**src/rtl/alu_compare_block_if.sv**
```systemverilog
// Operand/function and registered-result bundle for alu_compare_block.
interface alu_compare_block_if #(
   parameter int unsigned WIDTH = 16
);
   logic             in_valid;
   logic [WIDTH-1:0] a;
   logic [WIDTH-1:0] b;
   logic [2:0]       alufn;
   logic             out_valid;
   logic [WIDTH-1:0] result;
   logic             cout;
   logic             z;
   logic             v;
   logic             n;
   logic             cmp;

   modport master (
      output in_valid, a, b, alufn,
      input  out_valid, result, cout, z, v, n, cmp
   );

   modport slave (
      input  in_valid, a, b, alufn,
      output out_valid, result, cout, z, v, n, cmp
   );
endinterface

```
**src/rtl/alu_compare_block.sv**
```systemverilog
// Registered add/sub with 4-bit lookahead groups, Z/V/N flags and signed compare.
// Optional CMP_ULT_EN: alufn[2:1]=00 selects unsigned less-than (~cout).
module alu_compare_block #(
   parameter int unsigned WIDTH = 16
) (
   input logic              clk,
   input logic              rst,
   alu_compare_block_if.slave bus
);
   localparam int unsigned NG = WIDTH / 4;

   logic [WIDTH-1:0] w_bx;
   logic [WIDTH-1:0] w_g;
   logic [WIDTH-1:0] w_p;
   logic [WIDTH-1:0] w_c;
   logic [WIDTH-1:0] w_s;
   logic [NG:0]      w_gc;
   logic             w_cout;
   logic             w_z;
   logic             w_v;
   logic             w_n;
   logic             w_cmp;

   logic             r_out_valid;
   logic [WIDTH-1:0] r_result;
   logic             r_cout;
   logic             r_z;
   logic             r_v;
   logic             r_n;
   logic             r_cmp;

   assign w_bx    = bus.b ^ {WIDTH{bus.alufn[0]}};
   assign w_g     = bus.a & w_bx;
   assign w_p     = bus.a ^ w_bx;
   assign w_gc[0] = bus.alufn[0];

   // Each group expands its internal carries from the group carry-in only.
   for (genvar gi = 0; gi < NG; gi++) begin : g_grp
      localparam int unsigned B = 4 * gi;
      logic w_grp_g;
      logic w_grp_p;

      assign w_c[B]   = w_gc[gi];
      assign w_c[B+1] = w_g[B] | (w_p[B] & w_gc[gi]);
      assign w_c[B+2] = w_g[B+1] | (w_p[B+1] & w_g[B])
                      | (w_p[B+1] & w_p[B] & w_gc[gi]);
      assign w_c[B+3] = w_g[B+2] | (w_p[B+2] & w_g[B+1])
                      | (w_p[B+2] & w_p[B+1] & w_g[B])
                      | (w_p[B+2] & w_p[B+1] & w_p[B] & w_gc[gi]);

      assign w_grp_g = w_g[B+3] | (w_p[B+3] & w_g[B+2])
                     | (w_p[B+3] & w_p[B+2] & w_g[B+1])
                     | (w_p[B+3] & w_p[B+2] & w_p[B+1] & w_g[B]);
      assign w_grp_p = &w_p[B+3:B];

      assign w_gc[gi+1] = w_grp_g | (w_grp_p & w_gc[gi]);
   end

   assign w_s    = w_p ^ w_c;
   assign w_cout = w_gc[NG];
   assign w_z    = ~|w_s;
   assign w_n    = w_s[WIDTH-1];
   assign w_v    = (bus.a[WIDTH-1] & w_bx[WIDTH-1] & ~w_s[WIDTH-1])
                 | (~bus.a[WIDTH-1] & ~w_bx[WIDTH-1] & w_s[WIDTH-1]);

   always_comb begin
      w_cmp = 1'b0;
      unique case (bus.alufn[2:1])
         2'b01:   w_cmp = w_z;
         2'b10:   w_cmp = w_n ^ w_v;
         2'b11:   w_cmp = w_z | (w_n ^ w_v);
`ifdef CMP_ULT_EN
         default: w_cmp = ~w_cout;
`else
         default: w_cmp = 1'b0;
`endif
      endcase
   end

   always_ff @(posedge clk) begin
      if (rst) begin
         r_out_valid <= 1'b0;
         r_result    <= '0;
         r_cout      <= 1'b0;
         r_z         <= 1'b0;
         r_v         <= 1'b0;
         r_n         <= 1'b0;
         r_cmp       <= 1'b0;
      end else begin
         r_out_valid <= bus.in_valid;
         if (bus.in_valid) begin
            r_result <= w_s;
            r_cout   <= w_cout;
            r_z      <= w_z;
            r_v      <= w_v;
            r_n      <= w_n;
            r_cmp    <= w_cmp;
         end
      end
   end

   assign bus.out_valid = r_out_valid;
   assign bus.result    = r_result;
   assign bus.cout      = r_cout;
   assign bus.z         = r_z;
   assign bus.v         = r_v;
   assign bus.n         = r_n;
   assign bus.cmp       = r_cmp;
endmodule

```
**src/flat_wrapper.sv**
```systemverilog
// flat-port wrapper written by rule: the top's interface ports become plain ports
module alu_compare_block_flat 
#(
   parameter int unsigned WIDTH = 16
)
  (clk, rst, bus_in_valid, bus_a, bus_b, bus_alufn, bus_out_valid, bus_result, bus_cout, bus_z, bus_v, bus_n, bus_cmp);
  alu_compare_block_if #(.WIDTH(WIDTH)) bus_i ();
  input logic clk;
  input logic rst;
  input wire logic [$bits(bus_i.in_valid)-1:0] bus_in_valid;
  input wire logic [$bits(bus_i.a)-1:0] bus_a;
  input wire logic [$bits(bus_i.b)-1:0] bus_b;
  input wire logic [$bits(bus_i.alufn)-1:0] bus_alufn;
  output wire logic [$bits(bus_i.out_valid)-1:0] bus_out_valid;
  output wire logic [$bits(bus_i.result)-1:0] bus_result;
  output wire logic [$bits(bus_i.cout)-1:0] bus_cout;
  output wire logic [$bits(bus_i.z)-1:0] bus_z;
  output wire logic [$bits(bus_i.v)-1:0] bus_v;
  output wire logic [$bits(bus_i.n)-1:0] bus_n;
  output wire logic [$bits(bus_i.cmp)-1:0] bus_cmp;
  assign bus_i.in_valid = bus_in_valid;
  assign bus_i.a = bus_a;
  assign bus_i.b = bus_b;
  assign bus_i.alufn = bus_alufn;
  assign bus_out_valid = bus_i.out_valid;
  assign bus_result = bus_i.result;
  assign bus_cout = bus_i.cout;
  assign bus_z = bus_i.z;
  assign bus_v = bus_i.v;
  assign bus_n = bus_i.n;
  assign bus_cmp = bus_i.cmp;
  alu_compare_block #(.WIDTH(WIDTH)) u_core (.clk(clk), .rst(rst), .bus(bus_i));
endmodule
```
**config.mk**
```make
export PLATFORM = sky130hd
export DESIGN_NAME = alu_compare_block_flat
export DESIGN_NICKNAME = d
export VERILOG_FILES = /design/src/rtl/alu_compare_block_if.sv /design/src/rtl/alu_compare_block.sv /design/src/flat_wrapper.sv
export SDC_FILE = /design/constraint.sdc
export NUM_CORES = 1
export LEC_CHECK = 0
export CAP_MARGIN = 20
export CORE_MARGIN = 10
export CORE_UTILIZATION = 30
export DETAILED_ROUTE_END_ITERATION = 10
export PLACE_DENSITY = 0.52
export SLEW_MARGIN = 20
export SYNTH_ARGS = -nofsm -noshare
export SYNTH_HDL_FRONTEND = slang
export SYNTH_SLANG_ARGS = --single-unit
```
**constraint.sdc**
```tcl
create_clock -name clk -period 14.2 [get_ports clk]
set_clock_uncertainty 0.15 [all_clocks]
set_input_delay 3.55 -clock clk [delete_from_list [all_inputs] [get_ports clk]]
set_output_delay 3.55 -clock clk [all_outputs]
set_load 0.05 [all_outputs]
```
# [After elaboration in Yosys (flattened, before gate mapping)]
# Index checks and enable logic that the tools add are counted.
[totals] regBits=22 in_bits=38 output_inout_bits=22 wordCells=131
[op_classes] eq_ne=3 muxes=1 bitwise=114 reduce_logical=6
[op_table] cell="$and A1 B1 Y1" count=64
[op_table] cell="$xor A16 B16 Y16" count=3
[op_table] cell="$or A1 B1 Y1" count=42
[op_table] cell="$and A16 B16 Y16" count=1
[op_table] cell="$reduce_and A4 Y1" count=4
[op_table] cell="$reduce_or A16 Y1" count=1
[op_table] cell="$eq A2 B2 Y1 const B" count=2
[op_table] cell="$not A1 Y1" count=3
[op_table] cell="$pmux W1 S3" count=1
[op_table] cell="$eq A2 B1 Y1 const B" count=1
[op_table] cell="$logic_not A1 Y1" count=1
[op_table] cell="$xor A1 B1 Y1" count=1

# [Longest topological paths before layout]
[logic_depth] ltp_word=20 mapped_depth=17 depth_no_buf=15

# [Worst setup path before layout]
# No wires, ideal clock.
[synth_path] kind="input to register" from="in bus_alufn[0]" to="reg u_core.r_cmp (netlist: u_core.bus.cmp)" setup_time_ps=84 t_arrival_ps=6779 t_required_ps=13966 path_slack_ps=7186 cell_stages=17 n_path_buf=2 path_cell_list="buf_6 buf_1 xor2_1 ha_1 and3_1 nand2_1 o21a_4 a21oi_2 a211o_1 a21oi_2 fa_1 nand4_1 nor2_1 nand4b_1 nor4_1 nand3_1 o31ai_2"
[synth_between] elab_chain_cells=20 word_cells_on_any_way=109 classes_between="1 x mux; 103 x bitwise; 5 x reduce/logical"
[synth_lines] element="start: declaration" line_no="flat_wrapper.sv:13" rtl="input wire logic [$bits(bus_i.alufn)-1:0] bus_alufn;"
[synth_lines] element="$xor A16 B16 Y16" line_no="alu_compare_block.sv:32" rtl="assign w_bx = bus.b ^ {WIDTH{bus.alufn[0]}};"
[synth_lines] element="$xor A16 B16 Y16 / $and A16 B16 Y16 (equally long branches)" line_no="alu_compare_block.sv:34, alu_compare_block.sv:33"
[synth_lines] element="$and A1 B1 Y1 (on tied branches)" line_no="alu_compare_block.sv:51, alu_compare_block.sv:52, alu_compare_block.sv:53"
[synth_lines] element="$or A1 B1 Y1, or another cell as far along" line_no="alu_compare_block.sv:51" rtl="assign w_grp_g = w_g[B+3] | (w_p[B+3] & w_g[B+2])"
[synth_lines] element="$or A1 B1 Y1 / $and A1 B1 Y1 (equally long branches)" line_no="alu_compare_block.sv:52, alu_compare_block.sv:53"
[synth_lines] element="$or A1 B1 Y1" line_no="alu_compare_block.sv:53" rtl="| (w_p[B+3] & w_p[B+2] & w_p[B+1] & w_g[B]);"
[synth_lines] element="$or A1 B1 Y1" line_no="alu_compare_block.sv:56" rtl="assign w_gc[gi+1] = w_grp_g | (w_grp_p & w_gc[gi]);"
[synth_lines] element="$and A1 B1 Y1" line_no="alu_compare_block.sv:56"
[synth_lines] element="[4 not listed]"
[synth_lines] element="$or A1 B1 Y1" line_no="alu_compare_block.sv:49" rtl="| (w_p[B+2] & w_p[B+1] & w_p[B] & w_gc[gi]);"
[synth_lines] element="$xor A16 B16 Y16" line_no="alu_compare_block.sv:59" rtl="assign w_s = w_p ^ w_c;"
[synth_lines] element="$not A1 Y1" line_no="alu_compare_block.sv:63" rtl="assign w_v = (bus.a[WIDTH-1] & w_bx[WIDTH-1] & ~w_s[WIDTH-1])"
[synth_lines] element="$and A1 B1 Y1" line_no="alu_compare_block.sv:63"
[synth_lines] element="$or A1 B1 Y1" line_no="alu_compare_block.sv:64" rtl="| (~bus.a[WIDTH-1] & ~w_bx[WIDTH-1] & w_s[WIDTH-1]);"
[synth_lines] element="$xor A1 B1 Y1" line_no="alu_compare_block.sv:70, alu_compare_block.sv:71"
[synth_lines] element="$or A1 B1 Y1" line_no="alu_compare_block.sv:71" rtl="2'b11: w_cmp = w_z | (w_n ^ w_v);"
[synth_lines] element="$pmux W1 S3 (*)" line_no="alu_compare_block.sv:68" rtl="unique case (bus.alufn[2:1])"
[synth_lines] element="end signal: assignment" line_no="alu_compare_block.sv:97" rtl="r_cmp <= w_cmp;"
[synth_lines] element="end: declaration" line_no="alu_compare_block.sv:30" rtl="logic r_cmp;"
# Every way passes the cells marked *; elsewhere a longest branch is shown, timed or not.
# A chain may end at the register's enable or synchronous reset.

# [Worst setup path after layout]
# Same ends and word-level chain as after synthesis.

==> reports/metrics.cfg <==
[sta]
relSlewSlack = 0.460
fin_crit_ns = 7.29
max_clock_freq_mhz = 137
maxSlewViolCount = 0
hold_viol = 0
worst_slew_pin_slew_ns = 0.807
rsz0062_at_grt = false
fin_ws_ns = 6.91
setup_viol = 0
setup_tns_ns = 0
period_share = 0.513

[drt]
wl_per_cell_um = 14.6
wirelength_mm = 5.01
drtIter0Drc = 52
drc = 0
drt_first_pass_iters = 4
ant_nets = 0
via_count = 1693
via_per_inst = 4.92

[yosys]
yosys_most_used_dff = dfxtp_1
syn_area_per_cell_um2 = 8.50
seq_area_frac_synth = 0.233
synthDistinctLibCells = 46
synthArstFlopShare = 0
netlist_instances = 212
yosysWarnings = 0
syn-num-nets = 271
ys_ff_latch = 21
synth_area_um2 = 1800
synth_edf_count = 0

[cts]
cts-root-buf = clkbuf_8
clk_pin_slew_ns = 0.08
holdBufCountCts = 0
clockBufferDepth = 2
cts_made_buffers = 3
numClockSinks = 21
h-tree-depth = 1
clk_latency_ns = 0.26
cts_tree = yes
post_cts_buffers = 0
cts_resized = 0

[die]
coreArea_um2 = 5890
die_w_um = 97.5
start_util = 0.306
die_y_um = 97.5
row_count = 28
ios = 60
die_area_um2 = 9510

[worst_hold_path]
worstHoldPathType = flip-flop to flip-flop
hp-start = u_core.bus.result[7]

[layout]
diodes = 0
fin_nets = 329
final_cell_mix = 59 x clkdlybuf4s50_1, 22 x nor2_1, 21 x xor2_1, 21 x dfxtp_1, 17 x ha_1
area_growth_pct = 39.1
design_area_um2 = 2510
drive_above_1_share = 0.0669
layout_commonest_cell = clkdlybuf4s50_1

[critical_path]
worstSetupStartpointType = input port
endpoint_kind = flip-flop
r2r_start = u_core.bus.cmp
regToRegSetupSlack_ns = 13.35
crit_fanout = 19
critPathRequiredTime_ns = 14.24
worstPathArrival_ns = 7.32
startpoint = bus_alufn[0]
critPathKind = input port to flip-flop

[run_status]
status = finished clean

[place]
place_hpwl_mm = 4.14
portBuffers = 59
place.gp.congestion = 0.776
place_ws_ns = 6.61
dpl-instance-area_um2 = 2460

[power_and_ir_drop]
finalPower_w = 0.000249
power_density_nw_per_um2 = 99.4
power_leakage_nw = 1.02
ir_drop_v = 0.0000421

[global_routing]
grt-ovfl-total = 0
grt_pass1_wl_mm = 8.40
antenna_found_initial = 0
grtUsageTotal = 0.103
grt_pass1_vias = 1730
grt_max_degree = 30

[flow_run]
maxCapViolations = 0

==> critical path, cell delays in order <==
cell and delay [ns]:
clkdlybuf4s50_1 0.45, buf_4 0.31, xor2_1 0.12, ha_1 0.35
o21ai_1 0.14, o21a_2 0.26, o21a_4 0.22, a21oi_2 0.22
a211o_1 0.18, a21oi_2 0.06, fa_1 0.54, nand4_1 0.09
nor2_1 0.10, nand4b_1 0.11, nor4_1 0.27, nand3_1 0.18
o31ai_2 0.18
==> kinds of logic (layout without fill, tap and decap cells) <==
family / count (synthesis) / count (layout) / synth area share
xor+xnor: 26 / 26 / 0.126
compound gates: 54 / 54 / 0.219
buf+inv: 23 / 80 / 0.0541
simple gates: 57 / 57 / 0.150
flops: 21 / 21 / 0.233
mux: 10 / 10 / 0.0555
fa+ha+maj: 21 / 21 / 0.162
==> final cells by class <==
cell class                      instances  area [µm²]
Fill cell                             628        3380
Multi-Input combinational cell        168        1280
Timing Repair Buffer                   61         606
Sequential cell                        21         420
Tap cell                               75        93.8
Inverter                               15        56.3
Clock buffer                            3        41.3
Clock inverter                          1        5.00
==> worst paths after layout <==
| path | cells past startpoint | endpoint |
|---|---|---|
| worst max-delay path | 17 | u_core.bus.cmp |
| worst min-delay path | 2 | u_core.bus.result[7] |
| worst max register to register | 3 | u_core.bus.cmp |
| worst min register to register | 2 | u_core.bus.result[7] |
==> registers in the layout, summed over array words and instances (netlist names) <==
name,flops
u_core.bus.result,15
u_core.bus.cout,1
u_core.bus.n,1
u_core.bus.cmp,1
u_core.bus.z,1
u_core.bus.v,1
u_core.bus.out_valid,1
==> cell usage after synthesis, types with 2 or more instances <==
library cell | count | area, µm²
nor2_1 | 22 | 82.6
dfxtp_1 | 21 | 420
xor2_1 | 21 | 184
ha_1 | 17 | 213
inv_1 | 15 | 56.3
a21oi_1 | 12 | 60.1
mux2i_1 | 10 | 100
nand2_1 | 10 | 37.5
a211oi_1 | 7 | 52.6
nand3_1 | 7 | 35.0
o21ai_1 | 6 | 30.0
o21a_1 | 5 | 37.5
xnor2_1 | 5 | 43.8
buf_1 | 4 | 15.0
fa_1 | 4 | 80.1
o21ai_0 | 4 | 20.0
nand2b_1 | 3 | 18.8
or2_2 | 3 | 18.8
a21oi_2 | 2 | 17.5
a221o_1 | 2 | 20.0
a31oi_1 | 2 | 12.5
clkbuf_1 | 2 | 7.51
nand4_1 | 2 | 12.5
nor3_1 | 2 | 10.0
o2111ai_1 | 2 | 17.5
o211ai_1 | 2 | 15.0
==> where the power goes <==
part | switching (W) | leakage [nW] | total, W | internal, W
sequential | 0.00000389 | 0.173 | 0.0000700 | 0.0000661
combinational | 0.0000801 | 0.823 | 0.000138 | 0.0000577
clock | 0.0000218 | 0.0255 | 0.0000414 | 0.0000196
==> per-stage QoR <==
stage	cells	hold slack [ns]	utilization
after floorplan	212	0.510	-
after global placement	340	0.292	0.418
after detailed placement	340	0.300	0.418
after CTS	344	0.313	0.426
after global routing	344	0.342	0.426
final	344	0.306	0.426
==> routing by layer <==
metal	track usage	up-vias	wire, µm
met5	0	-	0
met4	0.0302	0	0
met3	0.0242	0	244
met2	0.173	42	2360
met1	0.127	790	2410
li1	-	861	-
No activity file was read; power rests on OpenSTA's default activity.
